--- src/rtl/sar_search_ctrl.sv ---
// MSB-first successive-approximation search controller driving an external magnitude comparator.
// Optional feature: define SAR_EARLY_EXIT_EN to finish the search on the first equal compare.
module sar_search_ctrl #(
  parameter int unsigned WIDTH = 8
) (
  input  logic             clk,
  input  logic             rst,
  input  logic             start,
  input  logic             cmp_g,
  input  logic             cmp_l,
  input  logic             cmp_e,
  output logic [WIDTH-1:0] trial,
  output logic             busy,
  output logic             done,
  output logic [WIDTH-1:0] result,
  output logic             exact,
  output logic             proto_err
);

  localparam int unsigned IDX_W = $clog2(WIDTH);

  typedef enum logic [1:0] {
    S_IDLE,
    S_TEST,
    S_DONE
  } state_t;

  state_t           state;
  logic [WIDTH-1:0] acc;
  logic [IDX_W-1:0] bit_idx;

  logic             bit_set_c;
  logic             code_bad_c;
  logic             finish_c;
  logic [WIDTH-1:0] acc_new_c;
  logic [WIDTH-1:0] trial_next_c;

  // Compare decode: e and g keep the bit, l or no code clears it; anything but one-hot is illegal.
  always_comb begin
    bit_set_c    = cmp_e | cmp_g;
    code_bad_c   = ~((cmp_g ^ cmp_l ^ cmp_e) & ~(cmp_g & cmp_l & cmp_e));
    acc_new_c    = acc | (WIDTH'(bit_set_c) << bit_idx);
    trial_next_c = acc_new_c | (WIDTH'(1) << (bit_idx - IDX_W'(1)));
  end

  // On equality the new acc equals trial, so acc_new_c also serves the early-exit result.
`ifdef SAR_EARLY_EXIT_EN
  assign finish_c = (bit_idx == '0) || cmp_e;
`else
  assign finish_c = (bit_idx == '0);
`endif

  always_ff @(posedge clk) begin
    if (rst) begin
      state     <= S_IDLE;
      acc       <= '0;
      bit_idx   <= '0;
      trial     <= '0;
      result    <= '0;
      busy      <= 1'b0;
      done      <= 1'b0;
      exact     <= 1'b0;
      proto_err <= 1'b0;
    end else begin
      done <= 1'b0;
      case (state)
        S_IDLE: begin
          if (start) begin
            acc       <= '0;
            bit_idx   <= IDX_W'(WIDTH - 1);
            trial     <= WIDTH'(1) << (WIDTH - 1);
            proto_err <= 1'b0;
            exact     <= 1'b0;
            busy      <= 1'b1;
            state     <= S_TEST;
          end
        end
        S_TEST: begin
          acc <= acc_new_c;
          if (code_bad_c) proto_err <= 1'b1;
          if (cmp_e)      exact     <= 1'b1;
          if (finish_c) begin
            result <= acc_new_c;
            busy   <= 1'b0;
            done   <= 1'b1;
            state  <= S_DONE;
          end else begin
            bit_idx <= bit_idx - IDX_W'(1);
            trial   <= trial_next_c;
          end
        end
        S_DONE: state <= S_IDLE;
        default: state <= S_IDLE;
      endcase
    end
  end

endmodule

--- config.mk ---
export PLATFORM = sky130hd
export DESIGN_NAME = sar_search_ctrl
export DESIGN_NICKNAME = d
export VERILOG_FILES = /design/src/rtl/sar_search_ctrl.sv
export SDC_FILE = /design/constraint.sdc
export NUM_CORES = 1
export LEC_CHECK = 0
export CAP_MARGIN = 20
export CORE_MARGIN = 3
export CORE_UTILIZATION = 52
export DETAILED_ROUTE_END_ITERATION = 16
export PLACE_DENSITY_LB_ADDON = 0.15
export RECOVER_POWER = 100
export SLEW_MARGIN = 20
export SYNTH_ARGS = -nofsm -noshare
export SYNTH_HDL_FRONTEND = slang
export SYNTH_SLANG_ARGS = --single-unit
--- constraint.sdc ---
create_clock -name clk -period 1.9 [get_ports clk]
set_input_delay 0.38 -clock clk [delete_from_list [all_inputs] [get_ports clk]]
set_output_delay 0.38 -clock clk [all_outputs]
set_load 0.005 [all_outputs]
==> results.md <==
- Setup TNS: 0 ns
- Count leader, synth: dfxtp_1
- Clock sink count: 33
- Synth warn: 0
- Worst EP arrival: 1.93 ns
- Period minus WS final: 1.720 ns
- Port Buffers: 25
- VDD IR max: 0.6827 mV
- Initial Utilization: 0.5540
- Unrepaired setup endpoints after global routing: false
- Final WL: 3811 um
- Chip width: 60.67 um
- F_max: 581.6 MHz
- WS Path Type: input pin to register
- Core area: 2805 um^2
- Number of synthesized register bits: 33
- Grt total ovfl: 0
- Worst setup EP type: register
- Mapped Area: 1554 um^2
- Synth top area share: 0.4251
- Design Power: between 0.0015 and 0.002 W
- Area Overhead vs Synth: 24.80%
- Fin util: 0.6913
- Cells after DPL: 234
- Post-synth top cells: 33 x dfxtp_1, 26 x nor2_1, 15 x a21oi_1
- DRT Pass-1 Iters: 4
- Max-slew headroom: 0.6761
- Row count: 19
- Synth async-reset ratio: 0
- Max Buffers Root-to-Sink: 2
- Vias in the first global route: 1,389
- Final worst path period share: 0.9050
- CTS Root Cell: clkbuf_4
- Reg clk slew, reported paths: 0.10 ns
- Ranking of synthesized cells by area: dfxtp_1 43%, nor2_1 6.3%, a21oi_1 4.8%
- Finished Layout Cells: 244
- Critical path required time: 2.11 ns
- EDFF count, synth: 0
- Post-Synthesis Cells: 176
- Netlist cell types: 43
- Largest net degree at the start of global routing: 22
- Crit. Startpoint: cmp_e
- Remaining DRCs: 0
- Final Hold Violating Endpoints: 0
- Fin. max-slew vios: 0
- Syn Area/Cell: 8.829 um^2
- DRT iter0 DRCs: 98
- Layout fillers: 248
- Worst-Margin Slew: 0.4845 ns
- Num ports: 26
- CTS tree: yes
- Antenna violations before repair: 0
- Vias per cell: 5.939
- Total track usage: 0.2318
- Post-DP HPWL: 2761 um
- Max cap viols: 0
- Status: completed
- Sequential cell area fraction in the yosys report: 0.4251
- Wire per inst: 15.62 um
- PnR worst setup slack: 0.1805 ns
- Final setup vio count: 0
- Antenna fix cells: 0
- Syn nets: 188
- Crit start category: input pin
- Post-route ant nets: 0
- CTS H-tree depth: 2
- Die ar.: roughly 3700 um^2
- Min-Delay Startpoint: busy
- DP Worst Slack: -0.02154 ns
- Clk Latency, worst-skew pair: 0.33 ns
- Nets: between 200 and 250
- Die height: 60.67 um
- Pwr dens: 931.7 nW/um^2
- CP max FO: 6
- Hold crit path type: register to register
- RR Startpoint: bit_idx[1]
- Cell leakage power: 0.7867 nW
- Final Skew: 0.01134 ns
- CTS Hold Bufs: 0
- Yosys top cell by area: dfxtp_1
- Routed vias: between 1,000 and 1,500
- GP Congestion: a little over 0.9
- Layout cells sized above 1: 0.1221
- First-pass GRT wire length: 6396 um
- CTS Buf Count: 5
- Ys flop type: dfxtp_1
-- per-stage QoR --
step | area, um^2 | hold WS, ns
final | 1939 | 0.4546
after global routing | 1939 | 0.4935
after CTS | 1948 | 0.4640
after detailed placement | 1863 | 0.4503
after global placement | 1863 | 0.4409
after floorplan | 1554 | 0.4464
-- cell usage in the layout, fill, tap and decap left out, types with 4 or more instances in the layout --
| cell | instances |
|---|---|
| a211oi_1 | 10 |
| a21oi_1 | 15 |
| a311oi_1 | 4 |
| buf_4 | 11 |
| clkbuf_4 | 5 |
| clkdlybuf4s50_1 | 4 |
| dfxtp_1 | 33 |
| dlygate4sd3_1 | 21 |
| ha_1 | 6 |
| inv_1 | 7 |
| nand2_1 | 14 |
| nor2_1 | 26 |
| nor2b_1 | 5 |
| nor3_1 | 12 |
-- state kept, by name, indices dropped and copies added (netlist names) --
name / flops
state: 2
busy: 1
exact: 1
done: 1
proto_err: 1
trial: 8
result: 8
acc: 8
bit_idx: 3
-- power by group --
part,total (W),switching [W],internal (W)
Sequential,0.000786,0.0000398,0.000746
Clock,0.000544,0.000230,0.000314
Combinational,0.000477,0.000258,0.000218
-- critical path, stage by stage --
cell and delay [ns]:
dlygate4sd3_1 0.61, or2_2 0.34, a41oi_1 0.45, a211oi_1 0.15
-- path summary, 6_finish.rpt --
kind / end / slack [ns] / depth (start not counted)
max: result[7] / 0.18 / 4
max reg2reg: trial[2] / 0.22 / 6
min reg2reg: busy / 0.45 / 2
min: busy / 0.45 / 2
-- repair_timing --
item	in CTS	in global routing
resized for setup	0	0
buffers inserted	0	2
endpoints found under the setup margin	0	1
-- area by class of cell --
| class | count | area [um^2] | share of cell area |
|---|---|---|---|
| clock inverter | 1 | 30.03 | 0.01548 |
| multi-input combinational | 127 | 788.3 | 0.4065 |
| tap | 31 | 38.79 | 0.02000 |
| clock buffer | 7 | 55.05 | 0.02839 |
| sequential | 33 | 660.6 | 0.3406 |
| inverter | 7 | 26.28 | 0.01355 |
| timing repair buffer | 38 | 340.3 | 0.1755 |
-- metal layers --
metal,up-vias,track usage,routed length [um]
met3,12,0.05532,258
met4,0,0.1022,89
met1,671,0.3034,1680
li1,697,-,-
met5,-,0,0
met2,69,0.3634,1783
-- logic make-up (layout without fill, tap and decap cells) --
kind of cell | count (synthesis) | count (layout) | synth area share
AO/OA/AOI/OAI | 46 | 46 | 0.2230
XOR/XNOR | 2 | 2 | 0.01611
adder cells (fa/ha/maj) | 6 | 6 | 0.04831
buffers and inverters | 16 | 53 | 0.05717
flip-flops | 33 | 33 | 0.4251
AND/OR/NAND/NOR | 73 | 73 | 0.2303
Note: power is estimated with default switching activity, not from simulation.
